**src/rtl/serial_adder_pkg.sv**
```systemverilog
// Shared definitions for the bit-serial adder family: FSM state encoding
// and the bit-counter width helper.
package serial_adder_pkg;

    typedef enum logic [1:0] {
        IDLE = 2'd0,
        RUN  = 2'd1,
        DONE = 2'd2
    } state_t;

    // Counter must hold values 0..width, so it needs clog2(width+1) bits.
    function automatic int cnt_width(input int width);
        return $clog2(width + 1);
    endfunction

endpackage

```
**src/rtl/full_adder.sv**
```systemverilog
// One-bit combinational full adder, shared by the serial adder blocks.
module full_adder (
    input  logic a,
    input  logic b,
    input  logic cin,
    output logic s,
    output logic c
);

    // Sum and carry of three one-bit inputs.
    always_comb begin
        s = a ^ b ^ cin;
        c = (a & b) | (a & cin) | (b & cin);
    end

endmodule

```
**src/rtl/serial_adder.sv**
```systemverilog
// Bit-serial adder: captures two WIDTH-bit operands, processes one bit per
// clock LSB first through a single full_adder, then presents sum/cout.
// Optional subtract path (a + ~b + 1, cout = no-borrow) is built only when
// the macro SERIAL_ADDER_SUB_EN is defined.
//
// Handshake: an input transfer happens on an edge where in_valid=1 and
// in_ready=1; an output transfer happens on an edge where out_valid=1 and
// out_ready=1. Inputs are ignored whenever in_ready=0, and sum/cout hold
// stable while out_valid=1 and out_ready=0.
module serial_adder
    import serial_adder_pkg::*;
#(
    parameter int WIDTH = 8
) (
    input  logic             clk,
    input  logic             rst,
    input  logic             in_valid,
    output logic             in_ready,
    input  logic [WIDTH-1:0] a,
    input  logic [WIDTH-1:0] b,
`ifdef SERIAL_ADDER_SUB_EN
    input  logic             sub,
`endif
    output logic             out_valid,
    input  logic             out_ready,
    output logic [WIDTH-1:0] sum,
    output logic             cout
);

    localparam int            CW   = cnt_width(WIDTH);
    localparam logic [CW-1:0] LAST = CW'(WIDTH - 1);

    state_t           state;
    state_t           state_next;
    logic [WIDTH-1:0] a_sr;
    logic [WIDTH-1:0] b_sr;
    logic [WIDTH-1:0] res_sr;
    logic [CW-1:0]    cnt;
    logic             carry;
    logic             b_bit;
    logic             fa_s;
    logic             fa_c;
    logic             accept;
    logic             running;

`ifdef SERIAL_ADDER_SUB_EN
    logic sub_r;
    // Subtraction feeds the inverted b bit; the +1 comes from the preset carry.
    assign b_bit = b_sr[0] ^ sub_r;
`else
    assign b_bit = b_sr[0];
`endif

    assign accept  = (state == IDLE) && in_valid;
    assign running = (state == RUN);
    assign sum     = res_sr;
    assign cout    = carry;

    full_adder u_fa (
        .a   (a_sr[0]),
        .b   (b_bit),
        .cin (carry),
        .s   (fa_s),
        .c   (fa_c)
    );

    // State register.
    always_ff @(posedge clk or posedge rst) begin
        if (rst) begin
            state <= IDLE;
        end else begin
            state <= state_next;
        end
    end

    // Next-state logic and handshake outputs.
    always_comb begin
        state_next = state;
        in_ready   = 1'b0;
        out_valid  = 1'b0;
        case (state)
            IDLE: begin
                in_ready = 1'b1;
                if (in_valid) begin
                    state_next = RUN;
                end
            end
            RUN: begin
                if (cnt == LAST) begin
                    state_next = DONE;
                end
            end
            DONE: begin
                out_valid = 1'b1;
                if (out_ready) begin
                    state_next = IDLE;
                end
            end
            default: begin
                state_next = IDLE;
            end
        endcase
    end

    // Operand capture, bit-serial shifting, carry and counter.
    always_ff @(posedge clk or posedge rst) begin
        if (rst) begin
            a_sr   <= '0;
            b_sr   <= '0;
            res_sr <= '0;
            cnt    <= '0;
            carry  <= 1'b0;
`ifdef SERIAL_ADDER_SUB_EN
            sub_r  <= 1'b0;
`endif
        end else if (accept) begin
            a_sr   <= a;
            b_sr   <= b;
            res_sr <= '0;
            cnt    <= '0;
`ifdef SERIAL_ADDER_SUB_EN
            sub_r  <= sub;
            carry  <= sub;
`else
            carry  <= 1'b0;
`endif
        end else if (running) begin
            a_sr   <= a_sr >> 1;
            b_sr   <= b_sr >> 1;
            res_sr <= {fa_s, res_sr[WIDTH-1:1]};
            carry  <= fa_c;
            cnt    <= cnt + CW'(1);
        end
    end

endmodule

```
**config.mk**
```make
export PLATFORM = sky130hd
export DESIGN_NAME = serial_adder
export DESIGN_NICKNAME = d
export VERILOG_FILES = /design/src/rtl/serial_adder_pkg.sv /design/src/rtl/full_adder.sv /design/src/rtl/serial_adder.sv
export SDC_FILE = /design/constraint.sdc
export NUM_CORES = 1
export LEC_CHECK = 0
export ABC_AREA = 1
export ABC_CLOCK_PERIOD_IN_PS = 1500
export CAP_MARGIN = 0
export CELL_PAD_IN_SITES_DETAIL_PLACEMENT = 1
export CELL_PAD_IN_SITES_GLOBAL_PLACEMENT = 2
export CORE_MARGIN = 3
export CORE_UTILIZATION = 28
export CTS_CLUSTER_SIZE = 25
export DETAILED_ROUTE_END_ITERATION = 10
export GPL_ROUTABILITY_DRIVEN = 0
export PLACE_DENSITY_LB_ADDON = 0.1
export SYNTH_ARGS = -nofsm -noshare
export SYNTH_HDL_FRONTEND = slang
export SYNTH_SLANG_ARGS = --single-unit
export TNS_END_PERCENT = 20
```
**constraint.sdc**
```tcl
create_clock -name clk -period 1.5 [get_ports clk]
set_input_delay 0.15 -clock clk [delete_from_list [all_inputs] [get_ports clk]]
set_output_delay 0.15 -clock clk [all_outputs]
set_load 0.01 [all_outputs]
```
==> impl_metrics.json, run 1 <==
{
  "power_density_nw_per_um2": 1866,
  "crit_buf_inv": 1,
  "route.detailed.drc": 0,
  "setup_viol": 0,
  "finClkSkew_ns": 0.003092,
  "final_nets": 216,
  "vias": 1130,
  "outcome": "finished clean",
  "intPower_mw": 2.181,
  "core_area_um2": 4504,
  "combPwrFrac_pct": 39.0,
  "grt_antenna_before_repair": 0,
  "die_w_um": 75.60,
  "ctsHoldBuffers": 0,
  "slew_headroom_pct": 73.64,
  "first_global_vias": 1166,
  "fmax_ghz": 0.7497,
  "die_height_um": 75.60,
  "io_pins": 31,
  "grt_start_max_net_pins": 32,
  "crit_path_start_kind": "register",
  "final_cell_mix": "nand2_1, dfrtp_1, clkdlybuf4s50_1, inv_1, nand3_1",
  "tightest_slew_ns": 0.3954,
  "cts_setup_buffers": 0,
  "dr.pass1.iters": 3,
  "n_antenna_cell": 0,
  "slowest_delay_ns": 0.54,
  "peakVddDrop_mv": 0.4836,
  "ys_types": 19,
  "tritoncts": "done",
  "dpl.hpwl_mm": 2.134,
  "drv_cap": 0,
  "drt_first_iter_violations": 31,
  "finalCriticalPeriod_ns": 1.334,
  "power.net_switching_mw": 1.216,
  "critical_path_class": "reg -> out",
  "dpl_worst_slack_ns": 0.1260,
  "num_rows": 24,
  "slew_viol_final": 0,
  "post-route-util_pct": 40.42,
  "drive_gt1_share_pct": 7.692,
  "grt_first_pass_wirelength_mm": 5.099,
  "avgSynthCellArea_um2": 8.530,
  "yosysWarnings": 0,
  "path_clk_slew_ns": 0.06,
  "r2r_cells": 4,
  "wirelength_mm": 3.052,
  "area_growth_pct": 34.23,
  "fin_hold_ws_ns": 0.2558,
  "cts.sinks": 31,
  "clock_power_share_pct": 20.9,
  "layout.filler_cells": 548,
  "wl_per_cell_um": 12.36,
  "fin_ws_ns": 0.1661,
  "crit_cells": 1,
  "ys_ff_latch": 31,
  "initial_core_util_pct": 30.11,
  "htreeDepth": 2,
  "die_area_um2": 5715,
  "seqPwrFrac_pct": 40.1,
  "rsz0062_at_grt": "no",
  "switching_share_pct": 35.80,
  "cp_max_fo": 2,
  "port_buffers": 30,
  "layout_commonest_cell": "nand2_1",
  "syn_nets": 181,
  "root_buffer": "clkbuf_8",
  "cp_data_required_time_ns": 1.35,
  "hold_viol": 0,
  "viasPerCell": 4.575,
  "path_cells": "clkdlybuf4s50_1",
  "p_leak_nw": 0.8870,
  "globalRouteOverflowTotal": 0,
  "clock_latency_ns": 0.28,
  "period_share_pct": 88.93,
  "arrival_ns": 1.18,
  "syn_inst": 159,
  "setup_tns_ns": 0,
  "clockBufferDepth": 2,
  "crit_family": "buffers and inverters",
  "numCtsBuffers": 5,
  "track_usage_pct": 11.93,
  "syn-cell-area_um2": 1356,
  "hp-class": "in -> async",
  "final_antenna_net_count": 0,
  "yosysSeqAreaShare_pct": 57.20,
  "crit_slowest_cell": "clkdlybuf4s50_1",
  "cp-end-kind": "output pin"
}
-- per-stage QoR --
step / cell area (µm²) / cells / power (mW)
global placement: 1723 / 239 / 2.677
floorplan: 1356 / 159 / 2.205
finish: 1821 / 247 / 3.397
global route: 1821 / 247 / 3.677
CTS: 1821 / 247 / 3.473
detailed placement: 1723 / 239 / 2.755
-- cell usage after synthesis --
library cell | n | area (µm²)
buf_6 | 1 | 11.26
nor2_2 | 1 | 6.260
nand2_1 | 63 | 236.5
fa_1 | 1 | 20.02
ha_1 | 1 | 12.51
buf_4 | 2 | 15.01
nand4_1 | 1 | 6.260
nand3_1 | 16 | 80.08
o22ai_1 | 8 | 50.05
a21oi_1 | 1 | 5.000
nand2_2 | 1 | 6.260
inv_1 | 18 | 67.56
o21ai_0 | 2 | 10.01
inv_2 | 1 | 3.750
buf_2 | 3 | 15.01
dfrtp_1 | 31 | 775.7
nor2_1 | 5 | 18.77
inv_4 | 1 | 6.260
o21ai_1 | 2 | 10.01
-- cell families after synthesis --
kind of cell / synth area share (%)
adder cells (fa/ha/maj): 2.398
AND/OR/NAND/NOR: 26.11
AO/OA/AOI/OAI: 5.535
buffers and inverters: 8.763
flip-flops: 57.20
-- registers in the layout, indices dropped and copies added (netlist names) --
register / count
cout: 1
a_sr: 8
state: 2
b_sr: 8
cnt: 4
sum: 8
-- worst paths after layout --
kind	start	to	slack (ns)
hold / removal	rst	b_sr[0]	0.26
setup / recovery	cout	cout	0.17
hold reg to reg	a_sr[7]	a_sr[7]	0.49
setup reg to reg	state[0]	cnt[0]	0.30
min in group clk	a[7]	a_sr[7]	0.41
max in group asynchronous	rst	state[0]	0.96
-- cell type report --
class / count / area [µm²] / share of cell area [%]
well taps: 52 / 65.06 / 3.574
clock buffers: 8 / 100.1 / 5.498
inverters: 20 / 77.57 / 4.261
multi-input cells: 102 / 461.7 / 25.36
repair buffers: 34 / 340.3 / 18.69
flip-flops and latches: 31 / 775.7 / 42.61
-- timing repair --
item                                   CTS  global route
resized for setup                        2             0
endpoints found under the hold margin    0             0
setup endpoints to repair                2             0
-- power by group through the flow --
stage / logic (mW) / clock network (mW) / registers, mW
5_1_grt: 1.49 / 0.780 / 1.41
2_1_floorplan: 0.825 / 0 / 1.38
4_1_cts: 1.36 / 0.742 / 1.37
3_5_place_dp: 1.37 / 0 / 1.38
3_3_place_gp: 1.31 / 0 / 1.36
6_report: 1.33 / 0.708 / 1.36
-- per-layer routing --
metal	track usage (%)	up-vias	routed length, µm
met5	0	-	0
met4	5.243	0	34
li1	-	567	-
met3	4.354	4	149
met2	19.18	24	1431
met1	14.33	535	1437
(Power assumes the default switching activity.)
==> inputs of run 2 (changes only) <==
Settings changed: RECOVER_POWER set to 25, SETUP_SLACK_MARGIN set to 0.2.
==> run 2 against run 1 <==
Effect of this change:
- routed wire length is essentially flat
- total power shrank 0.23%
- largest cell class unchanged
- critical endpoint is now sum[6]
- flip-flop and latch count unchanged
- core utilization grew 0.056 points
- worst setup slack better by 0.0099 ns
- critical path depth did not move
- critical path type unchanged
- final cell count did not move
- final area is 0.14% higher
- sequential share of layout area shrank 0.058 points
- via count unchanged
- global-route usage is the same
- combinational power about the same
- highest routed layer unchanged
==> impl_metrics.json, run 2 (same netlist as run 1, synthesis figures left out) <==
{
  "htreeDepth": 2,
  "io_pins": 31,
  "finClkSkew_ns": 0.003091,
  "final_cell_mix": "nand2_1, dfrtp_1, clkdlybuf4s50_1, inv_1, nand3_1",
  "fin_ws_ns": 0.1760,
  "area_growth_pct": 34.41,
  "outcome": "finished clean",
  "route.detailed.drc": 0,
  "arrival_ns": 1.17,
  "drv_cap": 0,
  "r2r_setup_slack_ns": 0.30,
  "tritoncts": "done",
  "die_height_um": 75.60,
  "r2r_cells": 4,
  "dpl_worst_slack_ns": 0.1260,
  "grt_first_pass_wirelength_mm": 5.099,
  "layout.filler_cells": 546,
  "multi_input_area_um2": 461.7,
  "numCtsBuffers": 5,
  "die_w_um": 75.60,
  "dr.pass1.iters": 3,
  "seq_area_um2": 775.7,
  "vias": 1130,
  "grt_antenna_before_repair": 0,
  "crit_path_start_kind": "register",
  "cp-end-kind": "output pin",
  "setup_tns_ns": 0,
  "p_leak_nw": 0.9182,
  "viasPerCell": 4.575,
  "cp_max_fo": 2,
  "critical_path_class": "reg -> out",
  "cts_setup_buffers": 0,
  "clock_latency_ns": 0.27,
  "slew_headroom_pct": 48.41,
  "num_rows": 24,
  "post-route-util_pct": 40.47,
  "setup_viol": 0,
  "final-instance-count-excl-fill": 247,
  "crit_slowest_cell": "clkdlybuf4s50_1",
  "startpoint": "sum[6]",
  "cts.sinks": 31,
  "n_antenna_cell": 0,
  "ctsHoldBuffers": 0,
  "path_clk_slew_ns": 0.06,
  "clockBufferDepth": 2,
  "root_buffer": "clkbuf_8",
  "period_share_pct": 88.27,
  "initial_core_util_pct": 30.11,
  "grt_start_max_net_pins": 32,
  "hold_viol": 0,
  "track_usage_pct": 11.93,
  "fin_hold_ws_ns": 0.4071,
  "tightest_slew_ns": 0.7739,
  "crit_path_end": "sum[6]",
  "wirelength_mm": 3.055,
  "power_density_nw_per_um2": 1859,
  "drive_gt1_share_pct": 7.692,
  "wl_per_cell_um": 12.37,
  "slew_viol_final": 0,
  "crit_family": "buffers and inverters",
  "final_nets": 216,
  "first_global_vias": 1166,
  "crit_cells": 1,
  "r2r-start": "state[0]",
  "core_area_um2": 4504,
  "rsz0062_at_grt": "yes",
  "die_area_um2": 5715,
  "peakVddDrop_mv": 0.4828,
  "path_cells": "clkdlybuf4s50_1",
  "drt_first_iter_violations": 31,
  "globalRouteOverflowTotal": 0,
  "port_buffers": 30,
  "layout_commonest_cell": "nand2_1",
  "finalCriticalPeriod_ns": 1.324,
  "r2r-end": "cnt[0]",
  "final_antenna_net_count": 0,
  "cp_data_required_time_ns": 1.35,
  "slowest_delay_ns": 0.54,
  "p_total_mw": 3.390,
  "dpl.hpwl_mm": 2.134,
  "crit_buf_inv": 1,
  "fmax_ghz": 0.7553,
  "post-place-cells": 239,
  "place_area_um2": 1723,
  "hp-class": "in -> reg",
  "postLayoutCellArea_um2": 1823
}
[run 2: cell count changes in the layout (fill, tap and decap cells not counted)]
cell	change
buf_4	-1
clkbuf_2	+1
clkdlybuf4s50_1	-3
dlygate4sd3_1	+1
dlymetal6s2s_1	+2
[run 2: final cells by class]
| class | count | share of cell area (%) |
|---|---|---|
| tap | 52 | 3.569 |
| timing repair buffer | 34 | 18.81 |
| multi-input combinational | 102 | 25.33 |
| sequential | 31 | 42.55 |
| clock buffer | 8 | 5.491 |
| inverter | 20 | 4.255 |
[run 2: worst min-delay path by stage]
stage	startpoint	to	depth (start not counted)
6_report	a[7]	a_sr[7]	3
2_1_floorplan	rst	a_sr[0]	1
3_3_place_gp	b_sr[7]	b_sr[7]	2
5_1_grt	a[7]	a_sr[7]	3
3_5_place_dp	b_sr[7]	b_sr[7]	2
4_1_cts	rst	b_sr[0]	3
[run 2: metal layers]
layer,track usage (%),wire (µm),vias to the layer above
li1,-,-,567
met1,14.33,1431,535
met2,19.18,1430,24
met3,4.354,158,4
met4,5.243,34,0
met5,0,0,-
[run 2: repair_timing]
item,4_1_cts,5_1_grt
resized for setup,2,2
pin swaps,1,0
gates cloned,0,0
setup endpoints to repair,11,12
[run 2: report_power, final]
group	leakage (nW)	internal, mW	switching (mW)
registers	0.402	1.17	0.197
clock network	0.0515	0.418	0.290
logic	0.465	0.590	0.729
total	0.918	2.17	1.22
==> inputs of run 3 (changes only) <==
Settings changed: CAP_MARGIN 0 to 30, SYNTH_HIERARCHICAL set to 1.
==> run 3 against run 2 <==
Effect of this change:
- clock-buffer cell count did not move
- final area barely moved
- clock power rose by 3.7%
- core utilization barely moved
- clock skew rose by 0.0017 ns
- final cell count did not move
- sequential share of layout area barely moved
- non-clock buffer count rose by 1
- hold slack got worse by 0.0030 ns
- largest power group unchanged
==> impl_metrics.json, run 3 <==
{
  "drv_cap": 0,
  "root_buffer": "clkbuf_8",
  "path_clk_slew_ns": 0.07,
  "cts.sinks": 31,
  "yosysSeqAreaShare_pct": 57.25,
  "tritoncts": "done",
  "yosysMostFrequentCell": "nand2_1",
  "cp-end-kind": "output pin",
  "vias": 1140,
  "hold_viol": 0,
  "power_density_nw_per_um2": 1878,
  "numCtsBuffers": 5,
  "setup_viol": 0,
  "r2r-start": "state[1]",
  "route.detailed.drc": 0,
  "finClkSkew_ns": 0.004838,
  "syn-cell-area_um2": 1355,
  "slew_viol_final": 0,
  "arrival_ns": 1.20,
  "combPwrFrac_pct": 37.4,
  "yosys-top-cells-area": "dfrtp_1, nand2_1, nand3_1",
  "synth_edf_count": 0,
  "clockBufferDepth": 2,
  "cp_max_fo": 3,
  "initial_core_util_pct": 30.08,
  "outcome": "finished clean",
  "die_w_um": 75.57,
  "setup_tns_ns": 0,
  "holdPathEnd": "a_sr[7]",
  "syn_nets": 179,
  "hp-class": "in -> reg",
  "syn_inst": 157,
  "critical_path_class": "reg -> out",
  "ctsHoldBuffers": 0,
  "clock_latency_ns": 0.29,
  "r2r_setup_slack_ns": 0.25,
  "grt_start_max_net_pins": 32,
  "viasPerCell": 4.615,
  "grt_first_pass_wirelength_mm": 5.492,
  "dr.pass1.iters": 3,
  "dpl_worst_slack_ns": 0.1832,
  "rsz0062_at_grt": "yes",
  "power.net_switching_mw": 1.245,
  "cp_data_required_time_ns": 1.35,
  "yosysTopAreaCell": "dfrtp_1",
  "io_pins": 31,
  "area_growth_pct": 34.63,
  "peakVddDrop_mv": 0.7012,
  "htreeDepth": 2,
  "switching_share_pct": 36.33,
  "synth-async-reset-ratio_pct": 100.0,
  "tightest_slew_ns": 0.8021,
  "crit_path_start_kind": "register",
  "post-route-util_pct": 40.50,
  "slew_headroom_pct": 46.53,
  "ys_types": 20,
  "finalCriticalPeriod_ns": 1.345,
  "drt_first_iter_violations": 26,
  "wirelength_mm": 3.184,
  "r2r_cells": 5,
  "r2r-end": "cnt[2]",
  "synth_top_area_share_pct": 57.25,
  "die_area_um2": 5710,
  "track_usage_pct": 13.30,
  "first_global_vias": 1234,
  "die_height_um": 75.57,
  "drive_gt1_share_pct": 10.26,
  "final_antenna_net_count": 0,
  "num_rows": 24,
  "p_leak_nw": 0.9147,
  "fmax_ghz": 0.7433,
  "intPower_mw": 2.181,
  "n_antenna_cell": 0,
  "avgSynthCellArea_um2": 8.631,
  "ys_ff_latch": 31,
  "port_buffers": 30,
  "synth_common_cells": "nand2_1, dfrtp_1, nand3_1",
  "period_share_pct": 89.69,
  "final_cell_mix": "nand2_1, dfrtp_1, clkdlybuf4s50_1, nand3_1, inv_1",
  "fin_ws_ns": 0.1547,
  "synth-main-ff-cell": "dfrtp_1",
  "min_path_cells": 3,
  "layout.filler_cells": 543,
  "wl_per_cell_um": 12.89,
  "layout_commonest_cell": "nand2_1",
  "fin_hold_ws_ns": 0.4041,
  "clock_power_share_pct": 21.4,
  "core_area_um2": 4504,
  "grt_antenna_before_repair": 0,
  "seqPwrFrac_pct": 41.2,
  "globalRouteOverflowTotal": 0,
  "final_nets": 216,
  "yosysWarnings": 6,
  "dpl.hpwl_mm": 2.236,
  "hold_path_startpoint": "a[7]"
}
-- run 3: cell count changes after synthesis, moves of 2 or more --
cell and change:
o22ai_1 -2, o21ai_0 +2, nor2_1 -2, inv_1 -4, nand2_1 +4
-- run 3: cell type report --
class                      count  area (µm²)  share of cell area, %
inverter                      16       62.56                  3.429
tap                           52       65.06                  3.567
sequential                    31       777.0                  42.59
clock buffer                   8       100.1                  5.487
multi-input combinational    105       483.0                  26.47
timing repair buffer          35       336.6                  18.45
-- run 3: worst max path at each step --
stage / from / endpoint / slack, ns
floorplan: state[0] / b_sr[5] / 0.39
finish: state[1] / in_ready / 0.15
global route: state[1] / in_ready / 0.08
detailed placement: state[0] / in_ready / 0.18
global placement: state[0] / in_ready / 0.21
CTS: cout / cout / 0.08
-- run 3: per-stage QoR --
step	std cells	cell area, µm²	total power, mW
3_3_place_gp	238	1717	2.687
6_report	247	1824	3.426
4_1_cts	247	1823	3.511
3_5_place_dp	238	1717	2.752
5_1_grt	247	1824	3.734
2_1_floorplan	157	1355	2.207
-- run 3: metal layers --
layer	wire length, µm	part of all wire (%)	vias up	global-route usage, %
li1	-	-	567	-
met1	1407	44	542	14.42
met2	1569	49	24	23.11
met3	139	4.4	7	4.617
met4	68	2.1	0	6.408
met5	0	0	-	0
-- run 3: logic make-up (layout without fill, tap and decap cells) --
group / Yosys count / count (layout) / share of synthesized area, %
AND/OR/NAND/NOR: 91 / 91 / 27.98
AO/OA/AOI/OAI: 12 / 12 / 5.263
flip-flops: 31 / 31 / 57.25
buffers and inverters: 21 / 59 / 7.110
adder cells (fa/ha/maj): 2 / 2 / 2.401
-- run 3: timing repair --
item | CTS | global route
gates resized for setup | 3 | 2
setup buffers | 1 | 0
endpoints found under the setup margin | 11 | 13
-- run 3: power groups by stage --
| stage | Combinational (mW) | Clock (mW) | Sequential [mW] |
|---|---|---|---|
| 4_1_cts | 1.32 | 0.769 | 1.42 |
| 2_1_floorplan | 0.779 | 0 | 1.43 |
| 6_report | 1.28 | 0.734 | 1.41 |
| 3_5_place_dp | 1.32 | 0 | 1.44 |
| 3_3_place_gp | 1.28 | 0 | 1.41 |
| 5_1_grt | 1.48 | 0.794 | 1.46 |
-- run 3: critical path, stage by stage (launching register included) --
cell,delay [ns]
dfrtp_1,0.38
buf_4,0.15
nor2_2,0.12
clkdlybuf4s15_1,0.26
